===== config.mk =====
export PLATFORM = sky130hd
export DESIGN_NAME = pipe_debug_ctrl
export DESIGN_NICKNAME = d
export VERILOG_FILES = /design/src/rtl/pipe_debug_ctrl.sv
export SDC_FILE = /design/constraint.sdc
export NUM_CORES = 1
export LEC_CHECK = 0
export CAP_MARGIN = 20
export CORE_ASPECT_RATIO = 1.1
export CORE_MARGIN = 5
export CORE_UTILIZATION = 45
export CTS_CLUSTER_SIZE = 24
export DETAILED_ROUTE_END_ITERATION = 16
export PLACE_DENSITY = 0.73
export SLEW_MARGIN = 5
export SYNTH_ARGS = -nofsm -noshare
export SYNTH_HDL_FRONTEND = slang
export SYNTH_SLANG_ARGS = --single-unit

===== constraint.sdc =====
create_clock -name clk -period 3.1 [get_ports clk]
set_clock_uncertainty 0.2 [all_clocks]
set_input_delay 0.31 -clock clk [delete_from_list [all_inputs] [get_ports clk]]
set_output_delay 0.31 -clock clk [all_outputs]
set_load 0.02 [all_outputs]

===== src/rtl/pipe_debug_ctrl.sv =====
`default_nettype none
// ============================================================================
//  Module   : pipe_debug_ctrl
//  Purpose  : Debug sequencer for the 5-stage MIPS pipeline. Accepts UART
//             command bytes ('c' run, 's' single step, 'd' dump), drives the
//             global pipeline enable, and after every step/halt streams the
//             PC followed by all registers, MSB byte first, to the UART TX.
//  Ports    : clk, reset (sync, active-low)
//             i_cmd_valid/i_cmd_data/o_cmd_ready  - command byte handshake
//             i_halt_in                           - HALT reached write-back
//             i_pc_in                             - current fetch PC
//             i_reg_data_in                       - register bank port A data
//             o_dbg_sel/o_dbg_reg_addr            - port A address takeover
//             o_pipe_en                           - pipeline advance enable
//             o_tx_valid/o_tx_data/i_tx_ready     - byte stream to UART TX
//             o_halted                            - sticky HALT flag
//  Revision : 1.0  initial release
// ============================================================================
module pipe_debug_ctrl #(
  parameter int DATA_WIDTH    = 32,
  parameter int REG_ADDR_BITS = 5,
  parameter int NUM_REGS      = 32
) (
  input  logic                     clk,
  input  logic                     reset,
  input  logic                     i_cmd_valid,
  input  logic [7:0]               i_cmd_data,
  output logic                     o_cmd_ready,
  input  logic                     i_halt_in,
  input  logic [DATA_WIDTH-1:0]    i_pc_in,
  input  logic [DATA_WIDTH-1:0]    i_reg_data_in,
  output logic                     o_dbg_sel,
  output logic [REG_ADDR_BITS-1:0] o_dbg_reg_addr,
  output logic                     o_pipe_en,
  output logic                     o_tx_valid,
  output logic [7:0]               o_tx_data,
  input  logic                     i_tx_ready,
  output logic                     o_halted
);

  localparam int BYTES = DATA_WIDTH / 8;
  localparam int BI_W  = (BYTES > 1) ? $clog2(BYTES) : 1;
  localparam int WI_W  = $clog2(NUM_REGS + 1);

  localparam logic [7:0]      c_CMD_RUN  = 8'h63;  // 'c'
  localparam logic [7:0]      c_CMD_STEP = 8'h73;  // 's'
  localparam logic [7:0]      c_CMD_DUMP = 8'h64;  // 'd'
  localparam logic [BI_W-1:0] c_LAST_BYTE = BI_W'(BYTES - 1);
  localparam logic [WI_W-1:0] c_LAST_WORD = WI_W'(NUM_REGS);

  typedef enum logic [2:0] {
    S_IDLE = 3'd0,
    S_RUN  = 3'd1,
    S_STEP = 3'd2,
    S_LOAD = 3'd3,
    S_SEND = 3'd4
  } state_t;

  state_t                   r_state, w_state_nxt;
  logic [WI_W-1:0]          r_word_idx, w_word_nxt;
  logic [BI_W-1:0]          r_byte_idx, w_byte_nxt;
  logic [DATA_WIDTH-1:0]    r_shift, w_shift_nxt;
  logic [DATA_WIDTH-1:0]    r_pc_lat, w_pc_lat_nxt;
  logic                     r_halted, w_halted_nxt;
  logic                     r_pipe_en, w_pipe_en_nxt;
  logic                     r_dbg_sel, w_dbg_sel_nxt;
  logic [REG_ADDR_BITS-1:0] r_dbg_reg_addr, w_addr_nxt;
  logic                     r_tx_valid, w_tx_valid_nxt;
  logic [7:0]               r_tx_data, w_tx_data_nxt;
  logic                     w_enter_load;

  always_ff @(posedge clk) begin
    if (!reset) begin
      r_state        <= S_IDLE;
      r_word_idx     <= '0;
      r_byte_idx     <= '0;
      r_shift        <= '0;
      r_pc_lat       <= '0;
      r_halted       <= 1'b0;
      r_pipe_en      <= 1'b0;
      r_dbg_sel      <= 1'b0;
      r_dbg_reg_addr <= '0;
      r_tx_valid     <= 1'b0;
      r_tx_data      <= 8'h00;
    end else begin
      r_state        <= w_state_nxt;
      r_word_idx     <= w_word_nxt;
      r_byte_idx     <= w_byte_nxt;
      r_shift        <= w_shift_nxt;
      r_pc_lat       <= w_pc_lat_nxt;
      r_halted       <= w_halted_nxt;
      r_pipe_en      <= w_pipe_en_nxt;
      r_dbg_sel      <= w_dbg_sel_nxt;
      r_dbg_reg_addr <= w_addr_nxt;
      r_tx_valid     <= w_tx_valid_nxt;
      r_tx_data      <= w_tx_data_nxt;
    end
  end

  always_comb begin
    w_state_nxt  = r_state;
    w_word_nxt   = r_word_idx;
    w_byte_nxt   = r_byte_idx;
    w_shift_nxt  = r_shift;
    w_pc_lat_nxt = r_pc_lat;
    w_halted_nxt = r_halted;
    w_enter_load = 1'b0;

    unique case (r_state)
      S_IDLE: begin
        if (i_cmd_valid) begin
          // Run/step are swallowed once the program has halted; dump is not.
          case (i_cmd_data)
            c_CMD_RUN:  if (!r_halted) w_state_nxt = S_RUN;
            c_CMD_STEP: if (!r_halted) w_state_nxt = S_STEP;
            c_CMD_DUMP: w_enter_load = 1'b1;
            default:    ;
          endcase
        end
      end
      S_RUN: begin
        if (i_halt_in) begin
          w_halted_nxt = 1'b1;
          w_enter_load = 1'b1;
        end
      end
      S_STEP: begin
        if (i_halt_in) w_halted_nxt = 1'b1;
        w_enter_load = 1'b1;
      end
      S_LOAD: begin
        // Word 0 is the PC snapshot; words 1..NUM_REGS come from the bank,
        // whose address was presented by the registered o_dbg_reg_addr.
        w_shift_nxt = (r_word_idx == '0) ? r_pc_lat : i_reg_data_in;
        w_byte_nxt  = '0;
        w_state_nxt = S_SEND;
      end
      S_SEND: begin
        if (r_tx_valid && i_tx_ready) begin
          if (r_byte_idx == c_LAST_BYTE) begin
            if (r_word_idx == c_LAST_WORD) begin
              w_state_nxt = S_IDLE;
            end else begin
              w_word_nxt  = r_word_idx + WI_W'(1);
              w_state_nxt = S_LOAD;
            end
          end else begin
            w_byte_nxt  = r_byte_idx + BI_W'(1);
            w_shift_nxt = {r_shift[DATA_WIDTH-9:0], 8'h00};
          end
        end
      end
      default: w_state_nxt = S_IDLE;
    endcase

    if (w_enter_load) begin
      w_state_nxt  = S_LOAD;
      w_word_nxt   = '0;
      w_pc_lat_nxt = i_pc_in;
    end

    // Outputs are registered from the next-state values so they line up
    // with the state they describe.
    w_pipe_en_nxt  = (w_state_nxt == S_RUN) || (w_state_nxt == S_STEP);
    w_dbg_sel_nxt  = (w_state_nxt == S_LOAD) || (w_state_nxt == S_SEND);
    w_tx_valid_nxt = (w_state_nxt == S_SEND);
    w_tx_data_nxt  = (w_state_nxt == S_SEND) ? w_shift_nxt[DATA_WIDTH-1 -: 8] : 8'h00;

    w_addr_nxt = '0;
    if (w_state_nxt == S_LOAD && w_word_nxt != '0)
      w_addr_nxt = REG_ADDR_BITS'(w_word_nxt - WI_W'(1));
    else if (w_state_nxt == S_SEND)
      w_addr_nxt = r_dbg_reg_addr;
  end

  assign o_cmd_ready    = (r_state == S_IDLE);
  assign o_dbg_sel      = r_dbg_sel;
  assign o_dbg_reg_addr = r_dbg_reg_addr;
  assign o_pipe_en      = r_pipe_en;
  assign o_tx_valid     = r_tx_valid;
  assign o_tx_data      = r_tx_data;
  assign o_halted       = r_halted;

endmodule
`default_nettype wire


==> reports/results.ini, run 1 <==
[cts]
cts_buffers = 9
clkTransAtPathRegs_ps = 90
clock_sinks = 92
cts_max_path_buffers = 2
cts_setup_buffers = 0
ctsHoldBuffers = 0
post_cts_resized = 0
htreeDepth = 3
cts.root.buffer_cell = clkbuf_8
clock_latency_ps = 360
cts_tree = done

[critical_path]
crit_type = register to register
startpoint_type = register
path_cells = or3b_4, a211oi_4, nand2_1, o21ai_0, nand2_1, ha_1, o211ai_1, nand4_1, o31ai_1
cp_max_fo = 11
crit_path_end_kind = register
cpMaxStageDelayCell = dfxtp_1
worst_path_most_repeated_cell = nand2_1
cp.required_ps = 3170
cp.arrival_ps = 2790
slowest_delay_ps = 490
r2r_slack_ps = 380

[synth]
seq_area_frac_synth_pct = 43.45
synth_edf_count = 0
ys_warn_count = 0
synth_area_per_cell_sq_um = 8.361
ys_ff_latch = 92
ys_types = 49
synth_nets = 589
yosys_most_used_dff = dfxtp_1
syn_area_sq_um = 4239
ys_async_sr_fraction_pct = 0
synth_cells = 507

[timing]
finalSetupTns_ps = 0
finalCriticalPeriod_ps = 2717
worstMarginPinSlew_ps = 690.7
finalCritPeriodShare_pct = 87.64
rsz0062_at_grt = no
setup_viol = 0
setup_ws_ps = 383.0
max_slew_margin_pct = 53.95
drv_slew = 0
max_freq_ghz = 0.3681
hold_ws_ps = 247.8
hold_viol = 0

[power]
pwr-share-seq_pct = 44.3
finalPower_mw = 3.151
p_int_mw = 2.240
ir_drop_mv = 0.3758
clockPowerShare_pct = 32.8
switching_share_pct = 28.90
p_comb_share_pct = 22.9
leakagePower_nw = 1.956
power.switching_mw = 0.9107
power_density_nw_per_um2 = 576.0

[die]
initial_core_util_pct = 45.56
coreArea_sq_um = 9305
die-area_sq_um = 11460
die_w_um = 102.5
fp-row-count = 37
pin_count = 95
die_h_um = 111.8

[routing]
drc_errors = 0
routed_wl_um = 10560
vias_per_cell = 5.276
wl_per_cell_um = 15.04
drtIter0Drc = 169
ant_nets = 0
vias = 3704
first_pass_iters = 4

[placement]
post-dp-hpwl_um = 7730
port_buffers = 94
gp_congestion = 0.9484
preCtsSetupSlack_ps = 379.7

[final_layout]
regArea_sq_um = 1842
nets = 663
final_util_pct = 58.79
multi_input_area_sq_um = 2211
fill_cells = 863
final_common_cell = nand2_1
drive_above_1_share_pct = 7.009
diodes = 0
area_growth_pct = 29.04
layout_common_cells = 126 x nand2_1, 93 x clkdlybuf4s50_1, 92 x dfxtp_1

[global_route]
grt_max_degree = 48
antenna_found_initial = 0
track_usage_pct = 19.12
first_global_vias = 3741
grt-ovfl-total = 0
grt_pass1_wl_um = 17600

[worst_hold_path]
hold_class = register to register

[run]
maxCapViolations = 0

[run_status]
status = completed

-- state kept, by name (all words and copies together) (netlist names) --
name            count
r_pc_lat           32
r_shift            32
o_tx_data           8
r_word_idx          6
o_dbg_reg_addr      5
r_state             3
r_byte_idx          2
o_dbg_sel           1
o_halted            1
o_pipe_en           1
o_tx_valid          1
-- final timing paths --
path / from / to / cells after the start
worst max register to register: r_state[2]$_SDFF_PN0_ / o_dbg_reg_addr[3]$_SDFFE_PN0P_ / 9
worst min-delay path: o_dbg_reg_addr[2]$_SDFFE_PN0P_ / o_dbg_reg_addr[2]$_SDFFE_PN0P_ / 2
worst min register to register: o_dbg_reg_addr[2]$_SDFFE_PN0P_ / o_dbg_reg_addr[2]$_SDFFE_PN0P_ / 2
worst max-delay path: r_state[2]$_SDFF_PN0_ / o_dbg_reg_addr[3]$_SDFFE_PN0P_ / 9
-- per-layer routing --
layer / GRT usage, % / vias to the layer above / part of all wire, %
met4: 6.562 / 0 / 1.8
li1: - / 1878 / -
met3: 3.070 / 22 / 5.2
met1: 23.89 / 1704 / 42
met5: 0 / - / 0
met2: 32.82 / 100 / 51
-- cells in the mapped netlist, types with 7 or more instances --
cell type	instances	area, sq um
nor2b_1	26	162.7
clkbuf_1	27	101.4
and2_1	13	81.33
mux2_2	7	78.83
mux2i_1	10	100.1
nor3_1	8	40.04
nor2_1	17	63.81
nand2_1	126	473.0
a21oi_1	46	230.2
a221oi_1	16	140.1
and3_1	14	87.58
a21boi_0	32	240.2
dfxtp_1	92	1842
-- cell families after synthesis --
| family | synth area share (%) |
|---|---|
| compound gates | 18.45 |
| xor+xnor | 1.446 |
| fa+ha+maj | 1.476 |
| buf+inv | 4.575 |
| flops | 43.45 |
| mux | 4.487 |
| simple gates | 26.12 |
-- critical path, delay by kind of cell, from the launching register on --
kind                       cells  cell delay [ps]
AOI/OAI and AO/OA              4              820
adders and majority gates      1              230
DFF                            1              490
and+or+nand+nor                4              910
-- power groups by stage --
stage          clock network, mW  logic [mW]  registers [mW]
6_report                    1.03       0.721            1.40
5_1_grt                     1.10       0.810            1.42
4_1_cts                     1.05       0.739            1.40
3_5_place_dp                   0       0.737            1.42
3_3_place_gp                   0       0.715            1.42
2_1_floorplan                  0       0.484            1.40
-- final cells by class --
cell class | instances | area share (%)
clock inverter | 6 | 2.493
sequential | 92 | 33.67
timing repair buffer | 102 | 18.21
clock buffer | 9 | 2.264
inverter | 4 | 0.2745
tap | 117 | 2.676
multi-input combinational | 372 | 40.42
-- through the flow --
stage / instances / cell area (sq um)
6_report: 702 / 5470
5_1_grt: 702 / 5470
4_1_cts: 702 / 5470
3_5_place_dp: 687 / 5210
3_3_place_gp: 687 / 5210
2_1_floorplan: 507 / 4239
Power figures use the tool's default switching activity.
==> run 2, diff against run 1 <==
--- a/config.mk
+++ b/config.mk
@@ -9,7 +9,6 @@
 export CORE_ASPECT_RATIO = 1.1
 export CORE_MARGIN = 5
 export CORE_UTILIZATION = 45
-export CTS_CLUSTER_SIZE = 24
 export DETAILED_ROUTE_END_ITERATION = 16
 export PLACE_DENSITY = 0.73
 export SLEW_MARGIN = 5
==> results of run 2 <==
Same layout as run 1: the final DEF is identical, and so are final timing and power.
==> run 3, diff against run 2 <==
--- a/config.mk
+++ b/config.mk
@@ -5,12 +5,14 @@
 export SDC_FILE = /design/constraint.sdc
 export NUM_CORES = 1
 export LEC_CHECK = 0
+export ABC_AREA = 1
 export CAP_MARGIN = 20
 export CORE_ASPECT_RATIO = 1.1
 export CORE_MARGIN = 5
-export CORE_UTILIZATION = 45
+export CORE_UTILIZATION = 42
 export DETAILED_ROUTE_END_ITERATION = 16
-export PLACE_DENSITY = 0.73
+export MAX_ROUTING_LAYER = met4
+export PLACE_DENSITY = 0.68
 export SLEW_MARGIN = 5
 export SYNTH_ARGS = -nofsm -noshare
 export SYNTH_HDL_FRONTEND = slang
==> run 3 against run 2 <==
Sequential share of layout area decreased by 1.6 points. Maximum frequency is 17% higher. Power rose by 27%. Die area rose by 11%. Via count increased by 15%. Critical path depth is 5 higher. Count of clock-buffer cells in the layout increased by 3. Worst hold slack better by 12 ps. Synthesized cell count grew 24%. Critical endpoint is now o_dbg_reg_addr[4]$_SDFFE_PN0P_. Largest power group unchanged.
==> reports/results.ini, run 3 <==
[run_status]
status = completed

[critical_path]
cp.required_ps = 3170
worst_path_most_repeated_cell = nand2_1
startpoint_type = register
cpMaxStageDelayCell = dfxtp_1
crit_path_end_kind = register
cp.arrival_ps = 2390
crit_type = register to register
path_cells = nor2_2, nand2_2, nor2_4, nand2_4, inv_2, nand2_1, nand3_2, ha_1, inv_1, a21oi_1, nand2_1, nand2_1, nand3_1, a21oi_2
slowest_delay_ps = 340
cp_max_fo = 13

[die]
die_w_um = 107.8
initial_core_util_pct = 42.71
die-area_sq_um = 12670
fp-row-count = 39
die_h_um = 117.6
pin_count = 95
coreArea_sq_um = 10340

[cts]
post_cts_resized = 0
clock_latency_ps = 340
cts_tree = done
cts.root.buffer_cell = clkbuf_16
clkTransAtPathRegs_ps = 60
htreeDepth = 3
cts_max_path_buffers = 2
cts_setup_buffers = 0
cts_buffers = 9
ctsHoldBuffers = 0
clock_sinks = 92

[timing]
rsz0062_at_grt = no
setup_ws_ps = 785.2
hold_viol = 0
finalCriticalPeriod_ps = 2315
drv_slew = 0
hold_ws_ps = 259.5
max_freq_ghz = 0.4320
finalSetupTns_ps = 0
setup_viol = 0
finalCritPeriodShare_pct = 74.67
worstMarginPinSlew_ps = 893.7
max_slew_margin_pct = 40.35

[synth]
syn_area_sq_um = 4418
synth_top_area_share_pct = 41.69
ys_ff_latch = 92
synth_nets = 713
ys_async_sr_fraction_pct = 0
ys_warn_count = 0
seq_area_frac_synth_pct = 41.69
synth.top_cells.by_count = 151 x nor2_1, 112 x nand2_1, 92 x dfxtp_1
synthMostInstantiatedCell = nor2_1
ys_types = 41
yosys_most_used_dff = dfxtp_1
synth_edf_count = 0
synth_area_leaders = dfxtp_1 42%, nor2_1 13%, nand2_1 9.5%
synth_cells = 631
synth_top_area_cell = dfxtp_1
synth_area_per_cell_sq_um = 7.002

[routing]
first_pass_iters = 5
wl_per_cell_um = 13.58
routed_wl_um = 11690
drc_errors = 0
drtIter0Drc = 274
ant_nets = 0
vias_per_cell = 4.951
vias = 4263

[power]
power_density_nw_per_um2 = 695.3
finalPower_mw = 3.998
ir_drop_mv = 0.3146
leakagePower_nw = 2.335

[placement]
port_buffers = 94
preCtsSetupSlack_ps = 535.3
gp_congestion = 0.8001
dpl.cell_count = 845
post-dp-hpwl_um = 8252
detailed_place.area_sq_um = 5445

[final_layout]
regArea_sq_um = 1842
final_common_cell = nor2_1
area_growth_pct = 30.13
multi_input_area_sq_um = 2212
layout.cells.non_filler = 861
fill_cells = 1005
layout_common_cells = 151 x nor2_1, 112 x nand2_1, 94 x clkdlybuf4s50_1
nets = 795
drive_above_1_share_pct = 9.471
final_cell_area_sq_um = 5749
final_util_pct = 55.58
diodes = 0

[global_route]
first_global_vias = 4164
grt_max_degree = 51
grt_pass1_wl_um = 19400
antenna_found_initial = 0
grt-ovfl-total = 0
track_usage_pct = 19.19

[worst_hold_path]
hold_class = register to register

[run]
maxCapViolations = 0

[run 3: worst max-delay path: cells and delay by family, from the launching register on]
family / cells / cell delay [ps]
buf+inv: 2 / 130
flops: 1 / 340
compound gates: 2 / 240
fa+ha+maj: 1 / 180
simple gates: 9 / 1130
[run 3: final timing paths]
| path | from | endpoint | slack (ps) | cells past startpoint |
|---|---|---|---|---|
| hold / removal | o_dbg_reg_addr[3]$_SDFFE_PN0P_ | o_dbg_reg_addr[3]$_SDFFE_PN0P_ | 260 | 2 |
| hold reg to reg | o_dbg_reg_addr[3]$_SDFFE_PN0P_ | o_dbg_reg_addr[3]$_SDFFE_PN0P_ | 260 | 2 |
| setup reg to reg | r_state[0]$_SDFF_PN0_ | o_dbg_reg_addr[4]$_SDFFE_PN0P_ | 790 | 14 |
| setup / recovery | r_state[0]$_SDFF_PN0_ | o_dbg_reg_addr[4]$_SDFFE_PN0P_ | 790 | 14 |
[run 3: cell type report]
cell class                 count  share of cell area (%)
clock buffer                  12                   4.461
clock inverter                 4                  0.8270
inverter                      58                   3.808
multi-input combinational    451                   38.48
sequential                    92                   32.03
tap                          143                   3.112
timing repair buffer         101                   17.28
[run 3: power breakdown]
part           switching (mW)  total (mW)  internal, mW
Sequential              0.151        1.59          1.44
Combinational           0.799        1.29         0.495
Clock                   0.445        1.11         0.666
Total                    1.39        4.00          2.60
[run 3: layer usage]
metal	wire (um)	vias to the layer above	part of all wire, %	GRT usage (%)
met5	0	-	0	-
met4	192	0	1.6	6.235
met3	556	14	4.8	2.578
met2	5709	114	49	32.04
met1	5232	1946	45	23.86
li1	-	2189	-	-
[run 3: cell families (layout without fill, tap and decap cells)]
group                    after synthesis  after routing  synth area share, %
AND/OR/NAND/NOR                      323            323                32.43
AO/OA/AOI/OAI                        122            122                16.03
flip-flops                            92             92                41.69
buffers and inverters                 88            175                8.241
adder cells (fa/ha/maj)                5              5                1.416
XOR/XNOR                               1              1               0.1983
